**src/rtl/gpio_pkg.sv**
```systemverilog
`default_nettype none
// ============================================================================
// Module      : gpio_pkg
// Description : Shared constants for the GPIO/IRQ controller: register index
//               encoding (PADDR[4:2]) and the address-index width.
// Revision    : 1.0 - initial release
// ============================================================================
package gpio_pkg;

    // Word-index width taken from PADDR[4:2]
    localparam int GPIO_ADDR_IDX_W = 3;

    // Register word indices (byte offset = index * 4)
    localparam logic [GPIO_ADDR_IDX_W-1:0] GPIO_REG_LED     = 3'd0; // 0x00
    localparam logic [GPIO_ADDR_IDX_W-1:0] GPIO_REG_KEYS    = 3'd1; // 0x04
    localparam logic [GPIO_ADDR_IDX_W-1:0] GPIO_REG_RISE_EN = 3'd2; // 0x08
    localparam logic [GPIO_ADDR_IDX_W-1:0] GPIO_REG_FALL_EN = 3'd3; // 0x0C
    localparam logic [GPIO_ADDR_IDX_W-1:0] GPIO_REG_STATUS  = 3'd4; // 0x10

endpackage : gpio_pkg
`default_nettype wire

```
**src/rtl/gpio_debounce.sv**
```systemverilog
`default_nettype none
// ============================================================================
// Module      : gpio_debounce
// Description : Single-key 2-flop synchroniser followed by a stability
//               counter. A change is accepted only after DEBOUNCE_CYCLES
//               consecutive synchronised cycles differing from the current
//               stable value; the accept cycle produces a one-cycle
//               combinational rise or fall pulse aligned with the update.
// Revision    : 1.0 - initial release
// ============================================================================
module gpio_debounce #(
    parameter int DEBOUNCE_CYCLES = 16
) (
    input  logic clk,
    input  logic reset,        // synchronous, active-low
    input  logic raw_in,       // already polarity-normalised
    output logic stable_out,
    output logic rise_pulse,
    output logic fall_pulse
);

    localparam int               CNT_W    = $clog2(DEBOUNCE_CYCLES + 1);
    localparam logic [CNT_W-1:0] CNT_LAST = CNT_W'(DEBOUNCE_CYCLES - 1);

    logic             r_sync1_q,  w_sync1_d;
    logic             r_sync2_q,  w_sync2_d;
    logic             r_stable_q, w_stable_d;
    logic [CNT_W-1:0] r_cnt_q,    w_cnt_d;
    logic             w_accept;

    // Next-state: shift the synchroniser and run the stability counter
    always_comb begin
        w_sync1_d  = raw_in;
        w_sync2_d  = r_sync1_q;
        w_stable_d = r_stable_q;
        w_cnt_d    = r_cnt_q;
        w_accept   = 1'b0;
        if (r_sync2_q == r_stable_q) begin
            // Input agrees with the accepted level: any partial count is a glitch
            w_cnt_d = '0;
        end else if (r_cnt_q == CNT_LAST) begin
            w_accept   = 1'b1;
            w_stable_d = r_sync2_q;
            w_cnt_d    = '0;
        end else begin
            w_cnt_d = r_cnt_q + CNT_W'(1);
        end
    end

    // State registers; reset drops any in-progress count
    always_ff @(posedge clk) begin
        if (!reset) begin
            r_sync1_q  <= 1'b0;
            r_sync2_q  <= 1'b0;
            r_stable_q <= 1'b0;
            r_cnt_q    <= '0;
        end else begin
            r_sync1_q  <= w_sync1_d;
            r_sync2_q  <= w_sync2_d;
            r_stable_q <= w_stable_d;
            r_cnt_q    <= w_cnt_d;
        end
    end

    assign stable_out = r_stable_q;
    // Pulses are valid in the cycle before the edge that updates stable_out,
    // so a status flop sampling them sets on the same edge as the key state.
    assign rise_pulse = w_accept &  r_sync2_q;
    assign fall_pulse = w_accept & ~r_sync2_q;

endmodule : gpio_debounce
`default_nettype wire

```
**src/rtl/gpio_irq_controller.sv**
```systemverilog
`default_nettype none
// ============================================================================
// Module      : gpio_irq_controller
// Description : APB-style GPIO block with NUM_LEDS outputs and NUM_KEYS
//               debounced inputs, per-key rise/fall edge capture into a
//               sticky write-1-to-clear status register and a level IRQ.
// Revision    : 1.0 - initial release
// ============================================================================
module gpio_irq_controller
    import gpio_pkg::*;
#(
    parameter int                  NUM_LEDS        = 3,
    parameter int                  NUM_KEYS        = 2,
    parameter int                  DEBOUNCE_CYCLES = 16,
    parameter logic [NUM_LEDS-1:0] LED_INVERT      = '0,
    parameter logic [NUM_KEYS-1:0] KEY_INVERT      = '0
) (
    input  logic                clk,
    input  logic                reset,        // synchronous, active-low
    output logic [NUM_LEDS-1:0] leds,
    input  logic [NUM_KEYS-1:0] keys,
    output logic                irq,
    input  logic [4:0]          apb_PADDR,
    input  logic                apb_PSEL,
    input  logic                apb_PENABLE,
    output logic                apb_PREADY,
    input  logic                apb_PWRITE,
    input  logic [31:0]         apb_PWDATA,
    output logic [31:0]         apb_PRDATA
);

    logic [GPIO_ADDR_IDX_W-1:0] w_idx;
    logic                       w_wr;
    logic [NUM_KEYS-1:0]        w_key_n;
    logic [NUM_KEYS-1:0]        w_stable;
    logic [NUM_KEYS-1:0]        w_rise;
    logic [NUM_KEYS-1:0]        w_fall;
    logic [NUM_KEYS-1:0]        w_set;
    logic [NUM_KEYS-1:0]        w_clr;
    logic                       w_unused_ok;

    logic [NUM_LEDS-1:0] r_led_q,     w_led_d;
    logic [NUM_KEYS-1:0] r_rise_en_q, w_rise_en_d;
    logic [NUM_KEYS-1:0] r_fall_en_q, w_fall_en_d;
    logic [NUM_KEYS-1:0] r_status_q,  w_status_d;

    assign w_idx       = apb_PADDR[4:2];
    assign w_wr        = apb_PSEL & apb_PENABLE & apb_PWRITE;
    assign apb_PREADY  = 1'b1;
    // Byte-lane bits and unused write-data bits have no function here
    assign w_unused_ok = ^{apb_PADDR[1:0], apb_PWDATA};

    // Board polarity normalisation ahead of the synchronisers
    assign w_key_n = keys ^ KEY_INVERT;

    generate
        for (genvar gi = 0; gi < NUM_KEYS; gi++) begin : g_key
            gpio_debounce #(
                .DEBOUNCE_CYCLES (DEBOUNCE_CYCLES)
            ) u_debounce (
                .clk        (clk),
                .reset      (reset),
                .raw_in     (w_key_n[gi]),
                .stable_out (w_stable[gi]),
                .rise_pulse (w_rise[gi]),
                .fall_pulse (w_fall[gi])
            );
        end
    endgenerate

    // Register write decode and sticky status update (set beats clear)
    always_comb begin
        w_led_d     = r_led_q;
        w_rise_en_d = r_rise_en_q;
        w_fall_en_d = r_fall_en_q;
        w_clr       = '0;
        if (w_wr) begin
            case (w_idx)
                GPIO_REG_LED:     w_led_d     = apb_PWDATA[NUM_LEDS-1:0];
                GPIO_REG_RISE_EN: w_rise_en_d = apb_PWDATA[NUM_KEYS-1:0];
                GPIO_REG_FALL_EN: w_fall_en_d = apb_PWDATA[NUM_KEYS-1:0];
                GPIO_REG_STATUS:  w_clr       = apb_PWDATA[NUM_KEYS-1:0];
                default:          ;
            endcase
        end
        w_set      = (w_rise & r_rise_en_q) | (w_fall & r_fall_en_q);
        w_status_d = (r_status_q & ~w_clr) | w_set;
    end

    // Control and status registers
    always_ff @(posedge clk) begin
        if (!reset) begin
            r_led_q     <= '0;
            r_rise_en_q <= '0;
            r_fall_en_q <= '0;
            r_status_q  <= '0;
        end else begin
            r_led_q     <= w_led_d;
            r_rise_en_q <= w_rise_en_d;
            r_fall_en_q <= w_fall_en_d;
            r_status_q  <= w_status_d;
        end
    end

    // Combinational read mux, zero-extended; idle bus reads as zero
    always_comb begin
        apb_PRDATA = '0;
        if (apb_PSEL) begin
            case (w_idx)
                GPIO_REG_LED:     apb_PRDATA[NUM_LEDS-1:0] = r_led_q;
                GPIO_REG_KEYS:    apb_PRDATA[NUM_KEYS-1:0] = w_stable;
                GPIO_REG_RISE_EN: apb_PRDATA[NUM_KEYS-1:0] = r_rise_en_q;
                GPIO_REG_FALL_EN: apb_PRDATA[NUM_KEYS-1:0] = r_fall_en_q;
                GPIO_REG_STATUS:  apb_PRDATA[NUM_KEYS-1:0] = r_status_q;
                default:          ;
            endcase
        end
    end

    assign leds = r_led_q ^ LED_INVERT;
    assign irq  = |r_status_q;

endmodule : gpio_irq_controller
`default_nettype wire

```
**config.mk**
```make
export PLATFORM = sky130hd
export DESIGN_NAME = gpio_irq_controller
export DESIGN_NICKNAME = d
export VERILOG_FILES = /design/src/rtl/gpio_pkg.sv /design/src/rtl/gpio_debounce.sv /design/src/rtl/gpio_irq_controller.sv
export SDC_FILE = /design/constraint.sdc
export NUM_CORES = 1
export LEC_CHECK = 0
export BUFFER_PORTS_ARGS = -buffer_cell sky130_fd_sc_hd__buf_2
export CAP_MARGIN = 20
export CORE_UTILIZATION = 40
export DETAILED_ROUTE_END_ITERATION = 8
export PLACE_DENSITY = 0.75
export SLEW_MARGIN = 20
export SYNTH_ARGS = -nofsm -noshare
export SYNTH_HDL_FRONTEND = slang
export SYNTH_SLANG_ARGS = --single-unit
export TNS_END_PERCENT = 100
```
**constraint.sdc**
```tcl
create_clock -name clk -period 2.4 [get_ports clk]
set_clock_uncertainty 0.05 [all_clocks]
set_input_delay 0.48 -clock clk [delete_from_list [all_inputs] [get_ports clk]]
set_output_delay 0.48 -clock clk [all_outputs]
set_load 0.01 [all_outputs]
```
* Yosys cells after proc, flatten, opt, wreduce, memory -nomap -nowiden
Cells that the tools add are included.
** Word-level totals
- Bits in latches :: 0
- Memories :: 0
- Bits in writable memories :: 0
- Bits in registers :: 25
- Output and inout bits :: 37
- Bits in read-only memories :: 0
- Input bits :: 44
- Word-level logic and storage cells :: 57
** Cells by class
- Mux-type cells :: 9
- Divide/modulo/power cells :: 0
- Bitwise operators :: 17
- $add $sub $neg :: 2
- Eq/ne operators :: 8
- Reductions and logical operators :: 9
- Multiply operators :: 0
- Order comparisons :: 0
- Shift-type cells :: 0
** Operators with widths (count)
- $add A5 B1 Y5 const B :: 2
- $eq A5 B4 Y1 const B :: 2
- $pmux W2 S5 :: 1
- $reduce_and A2 Y1 :: 5
- $and A1 B1 Y1 :: 6
- $and A2 B2 Y2 :: 3
- $eq A3 B2 Y1 const B :: 2
- $reduce_or A3 Y1 :: 2
- $mux W1 :: 5
- $not A1 Y1 :: 5
- $mux W2 :: 2
- $or A2 B2 Y2 :: 2
- $eq A3 B1 Y1 const B :: 1
- $eq A3 B3 Y1 const B :: 1
- $logic_not A3 Y1 :: 1
- $mux W3 :: 1
- $eq A1 B1 Y1 :: 2
- $not A2 Y2 :: 1
- $reduce_or A2 Y1 :: 1

* Depth between registers and ports, before layout
Gate-level depths: netlist of run 1.
- Depth after elaboration :: 7
- Mapped depth :: 5
- Gate-level depth less buffers :: 5

* Cells and area by module
From an unflattened synthesis of run 1, not the netlist that was laid out.
** Second synthesis, totals
- Cell total of the unflattened synthesis :: 157
- Area total of the unflattened synthesis :: 1393.8 um^2
** By module, submodules not included
- gpio_irq_controller :: instances 1, cells an instance 97, area each 785.8 um^2, sequential area each 180.2 um^2
- gpio_debounce :: instances 2, cells an instance 30, area each 304.0 um^2, sequential area each 160.2 um^2

* Worst setup path before layout of run 1
Ideal clock, no wire load.
- Path kind :: input to output
- Start :: input apb_PADDR[2]
- End :: output apb_PRDATA[1]
- Data required time :: 1.870 ns
- Buffers on the path :: 1
- Arrival :: 1.134 ns
- Path slack :: 0.736 ns
- Stages :: 4
- Cells stage by stage :: buf_2 nor2b_1 o32ai_1 and2_1
** Between the ends
- Cells in the longest elaborated chain, start to end :: 3
- Elaborated cells on any way between the ends :: 7
- Classes of those cells :: eq/ne: 4; mux: 2; reduce/logical: 1
** Ends and longest elaborated chain
- from (decl) :: RTL line gpio_irq_controller.sv:23 : input logic [4:0] apb_PADDR,
- $eq A3 B3 Y1 (tied with other cells) :: RTL line gpio_irq_controller.sv:109 : case (w_idx)
- $pmux W2 S5 (*) :: RTL line gpio_irq_controller.sv:109
- $mux W3 (*) :: RTL line gpio_irq_controller.sv:108 : if (apb_PSEL) begin
- to (decl) :: RTL line gpio_irq_controller.sv:29 : output logic [31:0] apb_PRDATA
Mark *: on every way between the ends. The rest lies on a longest branch, timed or not.

* Worst setup path in the final report of run 1
- Start :: register g_key[0].u_debounce.r_stable_q
- End :: output apb_PRDATA[0]
** Between the ends
- Cells in the longest elaborated chain, start to end :: 2
** Ends and longest elaborated chain
- from (decl) :: RTL line gpio_debounce.sv:27 : logic r_stable_q, w_stable_d;
- from (signal assigned) :: RTL line gpio_debounce.sv:60 : r_stable_q <= w_stable_d;
- $pmux W2 S5 :: RTL line gpio_irq_controller.sv:109
- $mux W3 :: RTL line gpio_irq_controller.sv:108
Every way passes these cells.

==> results of run 1 <==
==> sequential cells by signal, indices dropped and copies added, names as in the netlist <==
name and cells:
r_fall_en_q 2, g_key.u_debounce.r_cnt_q 10, g_key.u_debounce.r_sync2_q 2, leds 3, r_rise_en_q 2, g_key.u_debounce.stable_out 2
g_key.u_debounce.r_sync1_q 2, r_status_q 2
==> kinds of logic after synthesis <==
logic type | share of synthesized area, %
muxes | 6.679
buffers and inverters | 19.85
DFF | 37.11
and+or+nand+nor | 20.59
xor gates and xnor gates | 3.896
adders and majority gates | 3.711
other | 0.5568
AOI/OAI and AO/OA | 7.608
==> metrics by stage <==
stage	power [µW]	cell area [µm²]	setup WS, ns	util (%)
final	686.7	1393	0.5116	44.52
after global routing	724.5	1393	0.4215	44.52
after CTS	694.2	1393	0.5038	44.52
after detailed placement	499.5	1363	0.5138	43.56
after global placement	497.9	1363	0.5473	43.56
after floorplan	515.1	1454	0.7362	-
==> worst register-to-register path: cells and delay by family (launching register included) <==
kind	cells	cell delay, ns
fa+ha+maj	2	0.44
flops	1	0.35
simple gates	3	0.77
==> layout by cell type (no fill, tap or decap), types with 2 or more instances in the layout <==
cell type / instances
a21oi_1: 3
and2_1: 5
and3_1: 2
and4b_1: 2
buf_2: 19
clkbuf_4: 3
conb_1: 30
dfxtp_1: 25
ha_1: 4
inv_1: 7
mux2i_1: 9
nand2_1: 10
nand3_1: 7
nand3b_1: 3
nor2_1: 13
o21ai_0: 6
or3_1: 2
xnor2_1: 4
xor2_1: 2
==> synth_stat cells, drive strengths merged, types with 2 or more instances <==
library cell,number,area [µm²]
buf,32,237.7
dfxtp,25,500.5
nor2,13,48.80
nand2,10,37.54
mux2i,9,90.09
inv,7,26.28
nand3,7,35.03
o21ai,6,30.03
and2,5,31.28
ha,4,50.05
xnor2,4,35.03
a21oi,3,15.01
and3,3,20.02
nand3b,3,22.52
and4b,2,20.02
conb,2,7.510
or2,2,15.02
or3,2,12.51
xor2,2,17.52
==> worst paths after layout <==
kind	depth (start not counted)	slack, ns	to
worst min register to register	1	0.40	g_key[0].u_debounce.r_sync2_q$_SDFF_PN0_
worst max-delay path	4	0.51	apb_PRDATA[0]
worst min-delay path	2	0.29	g_key[1].u_debounce.r_sync1_q$_SDFF_PN0_
worst max register to register	5	0.74	g_key[1].u_debounce.r_cnt_q[3]$_SDFF_PP0_
==> layout make-up <==
type / count / area [µm²] / share of cell area, %
timing repair buffer: 19 / 95.09 / 6.828
clock buffer: 3 / 22.52 / 1.617
clock inverter: 1 / 7.507 / 0.5391
tap: 44 / 55.05 / 3.953
sequential: 25 / 500.5 / 35.94
multi-input combinational: 117 / 685.7 / 49.24
inverter: 7 / 26.28 / 1.887
==> metal layers <==
layer | wire length, µm | GRT usage [%]
met3 | 140 | 1.948
met4 | 55 | 6.977
met5 | 0 | 0
met1 | 1063 | 18.22
met2 | 944 | 21.43
==> power groups by stage <==
stage,Combinational [µW],Clock (µW),Sequential (µW)
global route,78.4,222,425
detailed placement,67.2,0,432
floorplan,83.3,0,432
finish,67.9,196,423
global placement,65.8,0,432
CTS,67.4,204,423
==> out/metrics.cfg, run 1 <==
[run_status]
status=finished, final reports clean

[run]
cap_violations=0

[yosys]
ys_seq_area_share_pct=37.11
ys_ff_latch=25
synth_ff_type=dfxtp_1
syn_area_um2=1349
netlist_instances=154
yosys_warnings=0
synth_cell_types=35
async_flop_share_pct=0
synth-edff-count=0
syn_avg_cell_area_um2=8.758

[timing]
slew_violations=0
min_period_ns=1.888
rsz0062_at_grt=false
timing.fmax_ghz=0.5295
fin_tns_setup_ns=0
finalSetupViolations=0
hold_viol_final=0
period_share_pct=78.68
whs_ns=0.2935

[setup_path]
crit_start=g_key[0].u_debounce.stable_out$_SDFFE_PN0P_
cp_cell_sequence=nand2_1, o22a_1, o22ai_1, buf_2
critPathKind=flop to primary output
slowest_delay_ns=0.43
setup.worst_path.end_class=primary output
r2r-start=g_key[1].u_debounce.r_cnt_q[0]$_SDFF_PP0_
path_max_fanout=5
cp_slowest_cell=dfxtp_1
cp_top_family=flip-flops
crit_required_ns=1.87
crit_arrival_ns=1.36
start_kind=flop
crit_buf_inv=1

[power_and_ir_drop]
power.switching_uw=183.4
p_leak_uw=0.0006149
power_density_nw_per_um2=493.1
p_int_uw=503.3
seq_power_share_pct=61.6
pwr-share-comb_pct=9.9
vdd_drop_max_v=0.0003082
p_clk_share_pct=28.5
swShare_pct=26.70

[hold_path]
hp-start=keys[1]
min_path_type=input port to flop

[clock_network]
cts_root_buf=clkbuf_4
cts_max_path_buffers=2
ctsHoldBuffers=0
cts_made_buffers=3
clk_pin_slew_ns=0.14
postCtsResizedCells=0
ctsHtreeMaxLevel=1
postCtsSetupRepairBufs=0
cts_tree=built
clock_latency_ns=0.33
clock_sinks=25

[final_layout]
fill_cells=335
drive_gt1_share_pct=15.12
antenna_cells=0
final_net_count=221
instances_no_fill=216
syn2layout_area_growth_pct=3.247

[detailed_routing]
route.vias.total=975
viasPerCell=4.514
post-route-drc-count=0
drt_iter0_drc=24
ant_nets=0
wl_per_cell_um=10.20
dr.pass1.iters=4
totalWireLength_um=2203

[die]
ios=81
fp.coreArea_um2=3128
dieWidth_um=60.07
placementRows=20
die_h_um=60.07
dieArea_um2=3608
start_util_pct=43.12

[place]
dp_cells=212
port_buffers=19
hpwl_um=1727
place.gp.congestion=0.7644

[global_route]
grt_pass1_vias=804
grt_pass1_wl_um=3608
overflow=0
track_usage_pct=13.68
antenna_found_initial=0
grt_max_degree=16

No activity file was read; power rests on OpenSTA's default activity.
==> run 2: changes to the inputs <==
==> constraint.sdc (replaced) <==
create_clock -name clk -period 1.9 [get_ports clk]
set_clock_uncertainty 0.05 [all_clocks]
set_input_delay 0.38 -clock clk [delete_from_list [all_inputs] [get_ports clk]]
set_output_delay 0.38 -clock clk [all_outputs]
set_load 0.01 [all_outputs]
==> run 2 against run 1 <==
Sequential cell count unchanged. Largest power group unchanged. Critical endpoint unchanged. Global-route usage increased by 0.62 points. Sequential share of layout area decreased by 0.32 points. Clock power increased by 20%. Highest routed layer unchanged.
==> out/metrics.cfg, run 2 (same netlist as run 1, synthesis figures left out) <==
[clock_network]
ctsHtreeMaxLevel=1  ; unchanged
cts_max_path_buffers=2  ; unchanged
postCtsResizedCells=0  ; unchanged
clk_pin_slew_ns=0.13  ; was 0.14 ns
ctsHoldBuffers=0  ; unchanged
postCtsSetupRepairBufs=0  ; unchanged
cts_made_buffers=3  ; unchanged
cts_root_buf=clkbuf_4  ; unchanged
cts_tree=built  ; unchanged
clock_latency_ns=0.32  ; was 0.33 ns
clock_sinks=25  ; unchanged

[setup_path]
cp_cell_sequence=nand2_1, o22a_1, o22ai_1, buf_2  ; unchanged
path_max_fanout=5  ; unchanged
start_kind=flop  ; unchanged
crit_arrival_ns=1.34  ; was 1.36 ns
slowest_delay_ns=0.42  ; was 0.43 ns
critPathKind=flop to primary output  ; unchanged
cp_top_family=flip-flops  ; unchanged
crit_buf_inv=1  ; unchanged
setup.worst_path.end_class=primary output  ; unchanged
cp_slowest_cell=dfxtp_1  ; unchanged
crit_required_ns=1.47  ; was 1.87 ns

[detailed_routing]
dr.pass1.iters=4  ; unchanged
post-route-drc-count=0  ; unchanged
route.vias.total=981  ; was 975
wl_per_cell_um=10.31  ; was 10.20 µm
totalWireLength_um=2248  ; was 2203 µm
viasPerCell=4.500  ; was 4.514
drt_iter0_drc=38  ; was 24
ant_nets=0  ; unchanged

[place]
place.gp.congestion=0.7915  ; was 0.7644
port_buffers=19  ; unchanged
hpwl_um=1762  ; was 1727 µm

[final_layout]
largest_reg_flops=10  ; unchanged
max_flop_register=g_key.u_debounce.r_cnt_q  ; unchanged
syn2layout_area_growth_pct=4.175  ; was 3.247%
drive_gt1_share_pct=16.09  ; was 15.12%
antenna_cells=0  ; unchanged
fill_cells=327  ; was 335
final_cell_mix=conb_1 (30), dfxtp_1 (25), buf_2 (19)  ; unchanged
final_common_cell=conb_1  ; unchanged
final_net_count=223  ; was 221

[timing]
period_share_pct=92.97
finalSetupViolations=0  ; unchanged
fin_tns_setup_ns=0  ; unchanged
rsz0062_at_grt=false  ; unchanged
timing.fmax_ghz=0.5661
min_period_ns=1.766
slew_violations=0  ; unchanged
hold_viol_final=0  ; unchanged

[power_and_ir_drop]
vdd_drop_max_v=0.0003718  ; was 0.0003082 V
p_leak_uw=0.0006285  ; was 0.0006149 µW
power_density_nw_per_um2=610.9  ; was 493.1 nW/µm²
finalPower_uw=858.4  ; was 686.7 µW

[die]
dieWidth_um=60.07  ; unchanged
die_h_um=60.07  ; unchanged
dieArea_um2=3608  ; unchanged
fp.coreArea_um2=3128  ; unchanged
ios=81  ; unchanged
start_util_pct=43.12  ; unchanged
placementRows=20  ; unchanged

[global_route]
top_usage_layer=met2  ; unchanged
grt_pass1_vias=824  ; was 804
grtUsageMet3_pct=2.597  ; was 1.948%
grt_pass1_wl_um=3712  ; was 3608 µm
gr-usage-met2_pct=21.11  ; was 21.43%
grt_max_degree=15  ; was 16
globalRouteMet1Util_pct=18.97  ; was 18.22%
antenna_found_initial=0  ; unchanged
track_usage_pct=14.30  ; was 13.68%
overflow=0  ; unchanged

[run]
cap_violations=0  ; unchanged

[hold_path]
min_path_type=input port to flop  ; unchanged

[run_status]
status=finished, final reports clean  ; unchanged

-- run 2: cell types whose count changed in the layout (fill, tap and decap cells not counted) --
| cell | previous run | this run |
|---|---|---|
| clkinv_2 | 0 | 1 |
| clkinvlp_4 | 1 | 0 |
| buf_4 | 0 | 2 |
-- run 2: area by class of cell --
class | count | area, µm² | share of cell area [%]
clock buffers | 3 | 22.52 | 1.603
well taps | 44 | 55.05 | 3.918
inverters | 7 | 26.28 | 1.870
multi-input cells | 117 | 685.7 | 48.80
repair buffers | 21 | 110.1 | 7.836
clock inverters | 1 | 5.005 | 0.3562
flip-flops and latches | 25 | 500.5 | 35.62
-- run 2: worst register-to-register path, cell delays in order, from the launching register on --
cell	delay [ns]
dfxtp_1	0.35
ha_1	0.23
and3_1	0.19
ha_1	0.22
or3_1	0.46
nor2_1	0.12
-- run 2: metrics by stage --
step	hold slack, ns	std cells	setup WS (ns)	area, µm²	utilization (%)
final	0.2035	218	0.1336	1405	44.92
after global routing	0.1939	218	0.01247	1405	44.92
after CTS	0.1917	218	0.1133	1405	44.92
after detailed placement	0.3681	214	0.2252	1378	44.04
after global placement	0.3635	214	0.2457	1378	44.04
after floorplan	0.3619	182	0.3675	1454	-
-- run 2: routing by layer --
metal	part of all wire, %	wire length [µm]
met1	47	1063
met2	44	997
met5	0	0
met3	5.2	118
met4	3.0	68
-- run 2: final timing paths --
| path | start | to | slack (ns) | depth (start not counted) |
|---|---|---|---|---|
| max | g_key[0].u_debounce.stable_out$_SDFFE_PN0P_ | apb_PRDATA[0] | 0.13 | 4 |
| min | keys[1] | g_key[1].u_debounce.r_sync1_q$_SDFF_PN0_ | 0.20 | 2 |
| min reg2reg | g_key[1].u_debounce.r_sync1_q$_SDFF_PN0_ | g_key[1].u_debounce.r_sync2_q$_SDFF_PN0_ | 0.40 | 1 |
| max reg2reg | g_key[1].u_debounce.r_cnt_q[0]$_SDFF_PP0_ | g_key[1].u_debounce.r_cnt_q[0]$_SDFF_PP0_ | 0.22 | 5 |
-- run 2: where the power goes --
group / leakage (µW) / switching, µW / internal (µW)
Sequential: 0.000202 / 3.82 / 531
Combinational: 0.000408 / 62.1 / 27.0
Clock: 0.0000177 / 156 / 78.9
Total: 0.000629 / 222 / 636
==> run 3: changes to the inputs <==
--- a/config.mk
+++ b/config.mk
@@ -5,10 +5,12 @@
 export SDC_FILE = /design/constraint.sdc
 export NUM_CORES = 1
 export LEC_CHECK = 0
+export ABC_AREA = 1
 export BUFFER_PORTS_ARGS = -buffer_cell sky130_fd_sc_hd__buf_2
 export CAP_MARGIN = 20
 export CORE_UTILIZATION = 40
 export DETAILED_ROUTE_END_ITERATION = 8
+export GPL_ROUTABILITY_DRIVEN = 0
 export PLACE_DENSITY = 0.75
 export SLEW_MARGIN = 20
 export SYNTH_ARGS = -nofsm -noshare
==> run 3 against run 2 <==
Fmax rose by 7.9%. Largest cell class unchanged. Die area rose by 1.5%. Sequential share of layout area down 0.41 points. Cell area up 1.2%. Sequential power barely moved. Area after synthesis is 1.6% higher.
==> out/metrics.cfg, run 3 <==
[run_status]
status=finished, final reports clean  ; unchanged

[place]
port_buffers=19  ; unchanged
hpwl_um=1705  ; was 1762 µm

[final_layout]
multi_input_area_um2=646.9  ; was 685.7 µm²
final_net_count=258  ; was 223
max_flop_register=g_key.u_debounce.r_cnt_q  ; unchanged
regArea_um2=500.5  ; unchanged
final_cell_mix=nor2_1 (32), conb_1 (30), dfxtp_1 (25)  ; was conb_1 (30), dfxtp_1 (25), buf_2 (19)
largest_reg_flops=10  ; unchanged
finish.utilization_pct=45.08  ; was 44.92%
drive_gt1_share_pct=16.27  ; was 16.09%
antenna_cells=0  ; unchanged
fill_cells=332  ; was 327
final_common_cell=nor2_1  ; was conb_1
syn2layout_area_growth_pct=3.744  ; was 4.175%

[yosys]
async_flop_share_pct=0  ; unchanged
netlist_instances=189  ; was 154
ys_ff_latch=25  ; unchanged
syn_avg_cell_area_um2=7.249  ; was 8.758 µm²
synth_cell_types=21  ; was 35
synth-edff-count=0  ; unchanged
ys_seq_area_share_pct=36.53  ; was 37.11%
yosysTopAreaCell=dfxtp_1  ; unchanged
synth_top_area_share_pct=36.53  ; was 37.11%
syn_area_um2=1370  ; was 1349 µm²
yosysMostFrequentCell=nor2_1  ; was buf_4
ys_top_cells_by_area=dfxtp_1 (37%), buf_4 (16%), nor2_1 (8.8%), nand3_1 (5.8%), inv_1 (5.8%)  ; was dfxtp_1 (37%), buf_4 (17%), mux2i_1 (6.7%), ha_1 (3.7%), nor2_1 (3.6%)
yosys_warnings=0  ; unchanged
synth_ff_type=dfxtp_1  ; unchanged
synth_commonest_cells=nor2_1 (32), buf_4 (30), dfxtp_1 (25)  ; was buf_4 (31), dfxtp_1 (25), nor2_1 (13)

[clock_network]
clock_sinks=25  ; unchanged
cts_made_buffers=3  ; unchanged
cts_tree=built  ; unchanged
cts_root_buf=clkbuf_4  ; unchanged
ctsHtreeMaxLevel=1  ; unchanged
clock_latency_ns=0.31  ; was 0.32 ns
cts_max_path_buffers=2  ; unchanged
postCtsResizedCells=0  ; unchanged
clk_pin_slew_ns=0.13  ; about the same
ctsHoldBuffers=0  ; unchanged
postCtsSetupRepairBufs=0  ; unchanged

[global_route]
overflow=0  ; unchanged
grt_pass1_vias=859  ; was 824
track_usage_pct=12.95  ; was 14.30%
grt_max_degree=15  ; unchanged
grt_pass1_wl_um=3519  ; was 3712 µm
antenna_found_initial=0  ; unchanged

[run]
cap_violations=0  ; unchanged

[setup_path]
setup.worst_path.end_class=primary output  ; unchanged
cp_top_family=buffers and inverters  ; was flip-flops
start_kind=input port  ; was flop
slowest_delay_ns=0.16  ; was 0.42 ns
cp_cell_sequence=buf_2, inv_2, nand3_2, o21ai_1, nor2_1, nor2_1, buf_2  ; was nand2_1, o22a_1, o22ai_1, buf_2
crit_arrival_ns=1.21  ; was 1.34 ns
path_max_fanout=7  ; was 5
critPathKind=input port to primary output  ; was flop to primary output
crit_required_ns=1.47  ; about the same
crit_buf_inv=3  ; was 1
cp_slowest_cell=o21ai_1  ; was dfxtp_1

[detailed_routing]
totalWireLength_um=2167  ; was 2248 µm
viasPerCell=4.340  ; was 4.500
dr.pass1.iters=4  ; unchanged
wl_per_cell_um=8.565  ; was 10.31 µm
drt_iter0_drc=48  ; was 38
post-route-drc-count=0  ; unchanged
route.vias.total=1098  ; was 981
ant_nets=0  ; unchanged

[timing]
finalSetupViolations=0  ; unchanged
timing.fmax_ghz=0.6111  ; was 0.5661 GHz
slew_violations=0  ; unchanged
whs_ns=0.1896  ; was 0.2035 ns
min_period_ns=1.636  ; was 1.766 ns
rsz0062_at_grt=false  ; unchanged
hold_viol_final=0  ; unchanged
period_share_pct=86.13  ; was 92.97%
fin_tns_setup_ns=0  ; unchanged

[die]
die_h_um=60.53  ; was 60.07 µm
dieArea_um2=3663  ; was 3608 µm²
fp.coreArea_um2=3153  ; was 3128 µm²
placementRows=20  ; unchanged
start_util_pct=43.45  ; was 43.12%
ios=81  ; unchanged
dieWidth_um=60.53  ; was 60.07 µm

[hold_path]
min_path_type=input port to flop  ; unchanged

[power_and_ir_drop]
p_leak_uw=0.0006593  ; was 0.0006285 µW
vdd_drop_max_v=0.0003518  ; was 0.0003718 V
power_density_nw_per_um2=597.3  ; was 610.9 nW/µm²

==> run 3: cell count changes after synthesis, sizes merged, moves of 3 or more <==
| cell | before | now |
|---|---|---|
| nor2 | 13 | 36 |
| inv | 7 | 25 |
| nand3 | 7 | 19 |
| nand2 | 10 | 21 |
| mux2i | 9 | 0 |
| o21ai | 6 | 13 |
| and2 | 5 | 0 |
| xnor2 | 4 | 0 |
| a21oi | 3 | 6 |
| and3 | 3 | 0 |
| nand3b | 3 | 0 |
==> run 3: layout make-up <==
cell class                 instances  area share (%)
multi-input combinational        135           45.51
sequential                        25           35.21
clock buffer                       4           1.849
timing repair buffer              19           6.690
tap                               44           3.873
inverter                          26           6.866
==> run 3: worst paths after layout <==
path	from	endpoint	slack [ns]	cells past startpoint
worst min-delay path	keys[0]	g_key[0].u_debounce.r_sync1_q$_SDFF_PN0_	0.19	3
worst max-delay path	apb_PADDR[4]	apb_PRDATA[1]	0.26	7
worst min register to register	g_key[0].u_debounce.r_sync1_q$_SDFF_PN0_	g_key[0].u_debounce.r_sync2_q$_SDFF_PN0_	0.39	2
worst max register to register	g_key[1].u_debounce.r_cnt_q[0]$_SDFF_PP0_	g_key[1].u_debounce.r_cnt_q[2]$_SDFF_PP0_	0.41	7
==> run 3: worst reg2reg max path, stage by stage, from the launching register on <==
cell,delay [ns]
dfxtp_1,0.35
ha_1,0.22
nand2_1,0.08
nor2_1,0.04
ha_1,0.22
nor2_1,0.11
nand2_1,0.14
nor3b_1,0.20
==> run 3: power by group <==
part	total, µW	internal (µW)	leakage [µW]	switching (µW)
logic	85.6	20.3	0.000442	65.3
registers	536	531	0.000202	4.77
clock network	227	81.9	0.0000150	145
total	849	633	0.000659	215
==> run 3: per-stage QoR <==
stage | setup WS, ns | area [µm²] | power [µW] | cells
after floorplan | 0.5724 | 1475 | 649.7 | 217
after global placement | 0.2636 | 1395 | 631.3 | 249
after detailed placement | 0.2652 | 1395 | 632.5 | 249
after CTS | 0.2628 | 1421 | 863.5 | 253
after global routing | 0.1390 | 1421 | 903.4 | 253
final | 0.2635 | 1421 | 849.0 | 253
==> run 3: routing by layer <==
layer / global-route usage, % / vias to the layer above / routed length [µm]
li1: - / 573 / -
met1: 16.91 / 482 / 1067
met2: 21.19 / 41 / 967
met3: 1.919 / 2 / 121
met4: 5.844 / 0 / 10
met5: 0 / - / 0
==> run 3: cells by family (layout without fill, tap and decap cells) <==
kind of cell	count (synthesis)	count (layout)	synth area share [%]
other	2	30	0.5481
and+or+nand+nor	80	80	27.31
DFF	25	25	36.53
buffers and inverters	57	49	23.93
AOI/OAI and AO/OA	21	21	8.036
adders and majority gates	4	4	3.653
